$ cat src/rtl/fp_add_pkg.sv
// Shared types and constants for the binary32 add/subtract sequencer.
// Rounding build option: FP_ADD_RNE_EN (defined = round-to-nearest-even,
// undefined = truncate toward zero).
package fp_add_pkg;

    localparam int EXP_W  = 8;
    localparam int FRAC_W = 23;
    localparam int EXT_W  = 27;   // {hidden, frac[22:0], guard, round, sticky}

    localparam logic [31:0]      QNAN    = 32'h7FC00000;
    localparam logic [EXP_W-1:0] EXP_MAX = 8'hFF;

    typedef enum logic [2:0] {
        IDLE,
        UNPACK,
        ALIGN,
        ADD,
        NORM,
        ROUND,
        DONE
    } state_t;

    // Assemble a binary32 word from its fields.
    function automatic logic [31:0] fp_pack(input logic s,
                                            input logic [EXP_W-1:0] e,
                                            input logic [FRAC_W-1:0] f);
        return {s, e, f};
    endfunction

endpackage

$ cat src/rtl/fp_add_sequencer_if.sv
// Operand / result handshake bundle of the fp add sequencer.
// master = ALU operand side + result consumer, slave = sequencer.
interface fp_add_sequencer_if;
    logic        in_valid;
    logic        in_ready;
    logic [31:0] A;
    logic [31:0] B;
    logic        sub;
    logic        out_valid;
    logic        out_ready;
    logic [31:0] Sum;

    modport master (
        output in_valid, A, B, sub, out_ready,
        input  in_ready, out_valid, Sum
    );

    modport slave (
        input  in_valid, A, B, sub, out_ready,
        output in_ready, out_valid, Sum
    );
endinterface

$ cat src/rtl/fp_align_shifter.sv
// Right shifter for the 27-bit extended mantissa of the smaller operand.
// Every bit shifted past the sticky position is ORed into bit 0.
module fp_align_shifter
    import fp_add_pkg::*;
(
    input  logic [EXT_W-1:0] din,
    input  logic [4:0]       shamt,   // 0..27, capped by the caller
    output logic [EXT_W-1:0] dout
);

    logic [2*EXT_W-1:0] wide;

    // Shift into a double-width window; the lower half is the lost part.
    always_comb begin
        wide = {din, {EXT_W{1'b0}}} >> shamt;
        dout = {wide[2*EXT_W-1:EXT_W+1], wide[EXT_W] | (|wide[EXT_W-1:0])};
    end

endmodule

$ cat src/rtl/fp_add_sequencer.sv
// Multi-cycle binary32 add/subtract: UNPACK -> ALIGN -> ADD -> NORM -> ROUND
// over one shared mantissa register. Denormals flush to zero.
// Build option FP_ADD_RNE_EN selects round-to-nearest-even, else truncate.
module fp_add_sequencer
    import fp_add_pkg::*;
(
    input  logic                clk,
    input  logic                rst,
    fp_add_sequencer_if.slave   bus,
    output logic                busy
);

    state_t             state;
    logic [31:0]        a_r, b_r;        // b_r carries the effective sign
    logic               sign_r, eff_sub;
    logic [EXP_W-1:0]   exp_l, exp_s;
    logic [FRAC_W-1:0]  frac_l, frac_s;
    logic [EXP_W:0]     exp_r;           // one spare bit for overflow detect
    logic [EXT_W:0]     acc;             // bit 27 catches the add carry
    logic [EXT_W-1:0]   mant_s;

    // Operand field decode
    logic [EXP_W-1:0]  ea, eb;
    logic [FRAC_W-1:0] fa, fb;
    logic a_zero, b_zero, a_inf, b_inf, a_nan, b_nan, swap;

    assign ea     = a_r[30:23];
    assign eb     = b_r[30:23];
    assign fa     = a_r[22:0];
    assign fb     = b_r[22:0];
    assign a_zero = (ea == '0);
    assign b_zero = (eb == '0);
    assign a_inf  = (ea == EXP_MAX) && (fa == '0);
    assign b_inf  = (eb == EXP_MAX) && (fb == '0);
    assign a_nan  = (ea == EXP_MAX) && (fa != '0);
    assign b_nan  = (eb == EXP_MAX) && (fb != '0);
    assign swap   = (b_r[30:0] > a_r[30:0]);

    logic        special;
    logic [31:0] special_res;

    // Early-exit results resolved in UNPACK, in priority order
    always_comb begin
        special     = 1'b1;
        special_res = QNAN;
        if (a_nan || b_nan || (a_inf && b_inf && (a_r[31] != b_r[31])))
            special_res = QNAN;
        else if (a_inf)
            special_res = a_r;
        else if (b_inf)
            special_res = b_r;
        else if (a_zero && b_zero)
            special_res = fp_pack(a_r[31] & b_r[31], '0, '0);
        else if (a_zero)
            special_res = b_r;
        else if (b_zero)
            special_res = a_r;
        else
            special = 1'b0;
    end

    // Alignment: distance capped at 27, everything past that is sticky
    logic [EXP_W-1:0] exp_diff;
    logic [4:0]       shamt;
    logic [EXT_W-1:0] s_aligned;

    assign exp_diff = exp_l - exp_s;
    assign shamt    = (exp_diff > 8'd27) ? 5'd27 : exp_diff[4:0];

    fp_align_shifter u_align (
        .din   ({1'b1, frac_s, 3'b000}),
        .shamt (shamt),
        .dout  (s_aligned)
    );

    // Signed-magnitude add; |L| >= |S| so the difference never goes negative
    logic [EXT_W:0] add_res;
    assign add_res = eff_sub ? ({1'b0, acc[EXT_W-1:0]} - {1'b0, mant_s})
                             : ({1'b0, acc[EXT_W-1:0]} + {1'b0, mant_s});

    // Rounding increment from guard/round/sticky
    logic rnd_inc;
`ifdef FP_ADD_RNE_EN
    assign rnd_inc = acc[2] & (acc[1] | acc[0] | acc[3]);
`else
    assign rnd_inc = 1'b0;
`endif

    logic [FRAC_W+1:0] rnd_mant;
    logic [EXP_W:0]    rnd_exp;
    logic [FRAC_W-1:0] rnd_frac;

    assign rnd_mant = {1'b0, acc[EXT_W-1:3]} + (FRAC_W+2)'(rnd_inc);
    assign rnd_exp  = exp_r + (EXP_W+1)'(rnd_mant[FRAC_W+1]);
    assign rnd_frac = rnd_mant[FRAC_W+1] ? rnd_mant[FRAC_W:1] : rnd_mant[FRAC_W-1:0];

    // Sequencer FSM with registered handshake outputs and result
    always_ff @(posedge clk) begin
        if (rst) begin
            state         <= IDLE;
            bus.in_ready  <= 1'b1;
            bus.out_valid <= 1'b0;
            bus.Sum       <= '0;
            busy          <= 1'b0;
            a_r           <= '0;
            b_r           <= '0;
            sign_r        <= 1'b0;
            eff_sub       <= 1'b0;
            exp_l         <= '0;
            exp_s         <= '0;
            frac_l        <= '0;
            frac_s        <= '0;
            exp_r         <= '0;
            acc           <= '0;
            mant_s        <= '0;
        end else begin
            case (state)
                IDLE: begin
                    if (bus.in_valid) begin
                        a_r          <= bus.A;
                        b_r          <= {bus.B[31] ^ bus.sub, bus.B[30:0]};
                        bus.in_ready <= 1'b0;
                        busy         <= 1'b1;
                        state        <= UNPACK;
                    end
                end
                UNPACK: begin
                    if (special) begin
                        bus.Sum       <= special_res;
                        bus.out_valid <= 1'b1;
                        state         <= DONE;
                    end else begin
                        eff_sub <= a_r[31] ^ b_r[31];
                        if (swap) begin
                            sign_r <= b_r[31];
                            exp_l  <= eb;
                            frac_l <= fb;
                            exp_s  <= ea;
                            frac_s <= fa;
                        end else begin
                            sign_r <= a_r[31];
                            exp_l  <= ea;
                            frac_l <= fa;
                            exp_s  <= eb;
                            frac_s <= fb;
                        end
                        state <= ALIGN;
                    end
                end
                ALIGN: begin
                    acc    <= {2'b01, frac_l, 3'b000};
                    mant_s <= s_aligned;
                    exp_r  <= {1'b0, exp_l};
                    state  <= ADD;
                end
                ADD: begin
                    if (add_res == '0) begin
                        bus.Sum       <= '0;
                        bus.out_valid <= 1'b1;
                        state         <= DONE;
                    end else begin
                        acc   <= add_res;
                        state <= NORM;
                    end
                end
                NORM: begin
                    if (acc[EXT_W]) begin
                        // carry out: single right shift, keep sticky
                        acc   <= {1'b0, acc[EXT_W:2], acc[1] | acc[0]};
                        exp_r <= exp_r + 1'b1;
                        state <= ROUND;
                    end else if (!acc[EXT_W-1]) begin
                        if (exp_r == 9'd1) begin
                            bus.Sum       <= fp_pack(sign_r, '0, '0);
                            bus.out_valid <= 1'b1;
                            state         <= DONE;
                        end else begin
                            acc   <= {acc[EXT_W-1:0], 1'b0};
                            exp_r <= exp_r - 1'b1;
                            // look ahead so NORM lasts exactly the shift count
                            if (acc[EXT_W-2])
                                state <= ROUND;
                        end
                    end else begin
                        state <= ROUND;
                    end
                end
                ROUND: begin
                    if (rnd_exp >= {1'b0, EXP_MAX})
                        bus.Sum <= fp_pack(sign_r, EXP_MAX, '0);
                    else
                        bus.Sum <= fp_pack(sign_r, rnd_exp[EXP_W-1:0], rnd_frac);
                    bus.out_valid <= 1'b1;
                    state         <= DONE;
                end
                DONE: begin
                    if (bus.out_ready) begin
                        bus.out_valid <= 1'b0;
                        bus.in_ready  <= 1'b1;
                        busy          <= 1'b0;
                        state         <= IDLE;
                    end
                end
                default: state <= IDLE;
            endcase
        end
    end

endmodule

$ cat src/flat_wrapper.sv
// flat-port wrapper written by rule: the top's interface ports become plain ports
module fp_add_sequencer_flat import fp_add_pkg::*;
  (clk, rst, busy, bus_in_valid, bus_A, bus_B, bus_sub, bus_out_ready, bus_in_ready, bus_out_valid, bus_Sum);
  fp_add_sequencer_if bus_i ();
  input  logic clk;
  input  logic rst;
  output logic busy;
  input wire logic [$bits(bus_i.in_valid)-1:0] bus_in_valid;
  input wire logic [$bits(bus_i.A)-1:0] bus_A;
  input wire logic [$bits(bus_i.B)-1:0] bus_B;
  input wire logic [$bits(bus_i.sub)-1:0] bus_sub;
  input wire logic [$bits(bus_i.out_ready)-1:0] bus_out_ready;
  output wire logic [$bits(bus_i.in_ready)-1:0] bus_in_ready;
  output wire logic [$bits(bus_i.out_valid)-1:0] bus_out_valid;
  output wire logic [$bits(bus_i.Sum)-1:0] bus_Sum;
  assign bus_i.in_valid = bus_in_valid;
  assign bus_i.A = bus_A;
  assign bus_i.B = bus_B;
  assign bus_i.sub = bus_sub;
  assign bus_i.out_ready = bus_out_ready;
  assign bus_in_ready = bus_i.in_ready;
  assign bus_out_valid = bus_i.out_valid;
  assign bus_Sum = bus_i.Sum;
  fp_add_sequencer u_core (.clk(clk), .rst(rst), .bus(bus_i), .busy(busy));
endmodule
$ cat config.mk
export PLATFORM = sky130hd
export DESIGN_NAME = fp_add_sequencer_flat
export DESIGN_NICKNAME = d
export VERILOG_FILES = /design/src/rtl/fp_add_pkg.sv /design/src/rtl/fp_add_sequencer_if.sv /design/src/rtl/fp_align_shifter.sv /design/src/rtl/fp_add_sequencer.sv /design/src/flat_wrapper.sv
export SDC_FILE = /design/constraint.sdc
export NUM_CORES = 1
export LEC_CHECK = 0
export ABC_AREA = 1
export BUFFER_PORTS_ARGS = -buffer_cell sky130_fd_sc_hd__buf_2
export CAP_MARGIN = 20
export CELL_PAD_IN_SITES_DETAIL_PLACEMENT = 0
export CELL_PAD_IN_SITES_GLOBAL_PLACEMENT = 1
export CORE_ASPECT_RATIO = 0.75
export CORE_MARGIN = 1
export CORE_UTILIZATION = 42
export DETAILED_ROUTE_END_ITERATION = 12
export PLACE_DENSITY = 0.89
export SLEW_MARGIN = 20
export SYNTH_ARGS = -nofsm -noshare
export SYNTH_HDL_FRONTEND = slang
export SYNTH_SLANG_ARGS = --single-unit
$ cat constraint.sdc
create_clock -name clk -period 4.6 [get_ports clk]
set_input_delay 0.92 -clock clk [delete_from_list [all_inputs] [get_ports clk]]
set_output_delay 0.92 -clock clk [all_outputs]
set_load 0.02 [all_outputs]
# After elaboration in Yosys (flattened, before gate mapping)
# Cells that the tools add are included.
# classes
add_sub_neg	5
magnitude_cmp	3
n_eq_ne	21
n_shift	1
muxes	56
bitwise	6
n_reduce_logical	32
# op_table
operator	n
32-bit two-way mux	11
32-bit one-hot mux with 4 select lines	1
28-bit two-way mux	4
28-bit one-hot mux with 3 select lines	1
54-bit by 5-bit >> shifter with 54-bit output	1
23-bit logical NOT	2
23-bit two-way mux	2
23-bit nonzero test	2
31-bit greater-than comparator	1
31-bit two-way mux	1
27-bit by 27-bit adder with 28-bit output	1
28-bit logical NOT	1
27-bit by 27-bit subtractor with 28-bit output	1
27-bit two-way mux	1
9-bit two-way mux	3
27-bit OR reduction	1
3-bit two-way mux	7
3-bit one-hot mux with 7 select lines	1
9-bit one-hot mux with 2 select lines	1
8-bit == test (second input constant)	2
8-bit logical NOT	2
1-bit two-way mux	16
8-bit two-way mux	2
2-bit != test (second input constant)	5
33 further kinds	54
# totals
reg_bits	230
out_inout_bits	35
elab_cells	141

# Depth between registers and ports, before layout
# logic_depth
ltp_word	9
ltp_mapped	30
mapped_depth_nobuf	29

# Cells and area by module
# A second synthesis with hierarchy kept.
# hier_totals
hier_cells	2916
hier_area_um2	17611.9
# by_module_without_submodules
mod	instances	cells_per_inst	area_each_um2	seq_area_each_um2
fp_add_sequencer	1	2549	15756.4	4604.4
fp_align_shifter	1	367	1855.5	0.0

# Least setup slack after synthesis
# No wires, ideal clock.
# synth_timing
path_kind	register -> register
start	register u_core.mant_s[1]
end	register u_core.acc[16]
setup_ns	0.064
t_arrival_ns	4.052
t_required_ns	4.536
setup_slack_ns	0.484
path_stages_with_launch	27
path_buffers	2
synth_period_minus_slack_ns	4.116
cell_sequence	dfxtp_1 inv_1 ha_1 nand3_1 nor3_1 nor3b_1 nand3_1 nor3_1 nand2_1 nor3_1 nor2_1 a21oi_1 xor2_1 ha_1 a21oi_1 o21ai_0 a221oi_1 o211ai_1 xor2_1 nand2_1 nor2_1 nand4_2 nand3_2 buf_4 buf_6 nor2_1 nor2_1
# synth_via
elab_chain_len	5
# synth_lines
item	line_no	source
start: declaration	fp_add_sequencer.sv:20	logic [EXT_W-1:0] mant_s;
start signal: assignment	fp_add_sequencer.sv:152	mant_s <= s_aligned;
27-bit by 27-bit adder with 28-bit output / 27-bit by 27-bit subtractor with 28-bit output (equally long branches)	fp_add_sequencer.sv:79, fp_add_sequencer.sv:78	
28-bit two-way mux (*)	fp_add_sequencer.sv:78	assign add_res = eff_sub ? ({1'b0, acc[EXT_W-1:0]} - {1'b0, mant_s})
28-bit logical NOT	fp_add_sequencer.sv:157	if (add_res == '0) begin
2-bit != test (no line)	n/a	
4-bit AND reduction (no line)	n/a	
end signal: assignment	fp_add_sequencer.sv:151	acc <= {2'b01, frac_l, 3'b000};
end signal: assignment	fp_add_sequencer.sv:162	acc <= add_res;
end signal: assignment	fp_add_sequencer.sv:169	acc <= {1'b0, acc[EXT_W:2], acc[1] | acc[0]};
end: declaration	fp_add_sequencer.sv:19	logic [EXT_W:0] acc;
# Mark *: on every way between the ends. The rest lies on a longest branch, timed or not. The select of a mux whose other input is x is not followed.
# A chain may end at the register's enable or synchronous reset.

# Worst setup path after layout
# layout_timing
start	register u_core.mant_s[1]
end	register u_core.acc[24]
# Same word-level chain as after synthesis.

==> impl_metrics.json <==
{
  "routed_wl_mm": 59.1,
  "synth.top_cell.area_share_pct": 29.0,
  "synth-seq-cells": 230,
  "status": "finished clean",
  "ys_types": 61,
  "clockBufferDepth": 3,
  "arrival_ns": 5.03,
  "yosysWarnings": 0,
  "crit_slowest_cell": "ha_2",
  "path_class": "register to register",
  "fin_util_pct": 49.9,
  "synth_compound_area_share_pct": 21.8,
  "cts_hold_buf": 0,
  "syn_area_per_cell_sq_um": 6.35,
  "h-tree-depth": 1,
  "nets": 2718,
  "maxSlewViolCount": 0,
  "port_buffers": 103,
  "worst_slew_pin_slew_ns": 1.12,
  "grt_usage_pct": 29.9,
  "drive_gt1_share_pct": 13.7,
  "die_x_um": 226,
  "gp_congestion": 0.972,
  "synth_nets": 2642,
  "clock_sinks": 230,
  "start_kind": "register",
  "post-route-drc-count": 0,
  "synthTopCellsByArea": "dfxtp_1, nand2_1, a21oi_1",
  "skew_ns": 0.0422,
  "syn_inst": 2500,
  "synth_mux_area_share_pct": 0,
  "relSlewSlack_pct": 24.3,
  "final.fill_count": 3831,
  "initial_core_util_pct": 42.7,
  "synth_simple_gate_area_share_pct": 29.6,
  "dp_cells": 3036,
  "max_freq_mhz": 218,
  "clock-root-buffer": "clkbuf_16",
  "numCtsBuffers": 26,
  "cp-end-kind": "register",
  "finalSetupViolCount": 0,
  "hpwl_mm": 43.5,
  "avgRoutedWirePerCell_um": 19.1,
  "seq_area_frac_synth_pct": 29.0,
  "area_growth_pct": 16.8,
  "cp_common_cell": "a21oi_2",
  "critPathMaxFanout": 24,
  "firstDrtPassIters": 5,
  "ant_nets": 0,
  "grt_pass1_vias": 15800,
  "synth_largest_area_cell": "dfxtp_1",
  "finalHoldViolCount": 0,
  "coreArea_sq_um": 37200,
  "gr-total-overflow": 0,
  "rows": 61,
  "syn_area_sq_um": 15900,
  "dieHeight_um": 170,
  "rsz0062_at_grt": "yes",
  "synthXorXnorAreaFrac_pct": 2.92,
  "vias": 17500,
  "grt_max_degree": 100,
  "period_share_pct": 99.6,
  "vias_per_cell": 5.66,
  "grt_antenna_before_repair": 0,
  "die_area_sq_um": 38600,
  "instances_no_fill": 3100,
  "insertedDiodeCount": 0,
  "initialDrtViolationCount": 1965,
  "clk_pin_slew_ns": 0.06,
  "cts_tree": "yes",
  "drv_cap": 0,
  "ios": 104,
  "critPathRequiredTime_ns": 5.04,
  "period_needed_ns": 4.58,
  "slowest_delay_ns": 0.35,
  "synth_top_family_by_area": "simple AND/OR/NAND/NOR gates",
  "synth_fa_ha_area_share_pct": 5.85,
  "clk_latency_ns": 0.59,
  "grt_pass1_wl_mm": 89.3,
  "hp-class": "register to register"
}
[placed cells by master, fill, tap and decap left out, drive strengths merged, types with 32 or more instances in the layout]
cell type / n
xor2: 41
clkbuf: 41
nand4: 64
ha: 71
nand3: 186
o22ai: 32
o21ai: 208
buf: 175
nor3: 32
dfxtp: 230
nor2: 219
nand2: 555
inv: 299
a21oi: 293
[stage by stage]
stage                     hold slack, ns  setup slack (ns)  setup TNS [ns]  instance area, sq um
after global placement             0.428             0.121               0                 17000
final                              0.444            0.0166               0                 18500
after CTS                          0.447            0.0387               0                 18000
after detailed placement           0.431            -0.144           -5.59                 17000
after floorplan                    0.444             0.484               0                 15900
after global routing               0.480            -0.284          -14.53                 18500
[cell type report]
type                    instances  area (sq um)  share of cell area [%]
well taps                     504           631                    3.40
clock buffers                  34           711                    3.83
flip-flops and latches        230          4610                    24.8
repair buffers                182          1310                    7.06
inverters                     304          1150                    6.18
multi-input cells            1832          9880                    53.3
clock inverters                14           256                    1.38
[what timing repair did]
item,CTS,global route
pin swaps,2,31
setup buffers,0,7
endpoints found under the setup margin,59,62
gates cloned,0,9
resized for setup,4,89
[logic make-up after synthesis]
kind of cell    after synthesis
simple gates               1086
buf+inv                     438
flops                       230
compound gates              620
xor+xnor                     53
fa+ha+maj                    73
[routing by layer]
layer | wire length, um | part of all wire (%) | global-route usage (%) | vias to the layer above
met1 | 27400 | 46 | 43.5 | 8130
met5 | 0 | 0 | 0 | -
met3 | 5480 | 9.3 | 6.58 | 118
li1 | - | - | - | 8531
met2 | 24100 | 41 | 43.2 | 759
met4 | 2170 | 3.7 | 9.67 | 0
[cell usage after synthesis, drive strengths merged]
| cell type | count |
|---|---|
| a31oi | 9 |
| nor3b | 1 |
| a21oi | 293 |
| clkbuf | 91 |
| ha | 71 |
| o21ai | 208 |
| o41ai | 1 |
| or2 | 3 |
| a311oi | 2 |
| or3 | 2 |
| a22oi | 16 |
| nor4 | 19 |
| a221oi | 1 |
| a21o | 3 |
| nand4 | 64 |
| a31o | 4 |
| dfxtp | 230 |
| fa | 2 |
| o211a | 1 |
| a21boi | 1 |
| buf | 43 |
| nor2 | 219 |
| o22ai | 32 |
| o21bai | 3 |
| inv | 301 |
| xor2 | 41 |
| clkinv | 3 |
| o211ai | 4 |
| o31ai | 3 |
| o32ai | 3 |
| nand2 | 555 |
| and2 | 1 |
| nand3 | 186 |
| o2111ai | 18 |
| a211oi | 3 |
| xnor2 | 12 |
| nor2b | 2 |
| a2111oi | 2 |
| o311ai | 2 |
| nand3b | 2 |
| o221ai | 8 |
| o21a | 3 |
| nor3 | 32 |
[path summary, 6_finish.rpt]
check / start / depth (start not counted) / endpoint / slack (ns)
min: u_core.bus.in_ready / 2 / u_core.bus.in_ready / 0.44
min reg2reg: u_core.bus.in_ready / 2 / u_core.bus.in_ready / 0.44
max: u_core.mant_s[1] / 29 / u_core.acc[24] / 0.02
max reg2reg: u_core.mant_s[1] / 29 / u_core.acc[24] / 0.02
[worst max-delay path, delay by kind of cell, from the launching register on]
kind / cells / cell delay [ns]
AOI/OAI and AO/OA: 5 / 0.73
buffers and inverters: 4 / 0.62
adders and majority gates: 2 / 0.49
xor gates and xnor gates: 2 / 0.36
DFF: 1 / 0.32
and+or+nand+nor: 16 / 1.95
[state kept, by name (all words and copies together) (netlist names), 3 cells and up]
register        count
u_core.a_r         32
u_core.frac_l      23
u_core.acc         28
u_core.exp_s        8
u_core.bus.Sum     32
u_core.exp_l        8
u_core.exp_r        9
u_core.state        3
u_core.frac_s      23
u_core.mant_s      27
u_core.b_r         32
Power is left out: the tool's default activity adds up to more than one toggle a clock period on the data nets, which glitch-free logic cannot reach.
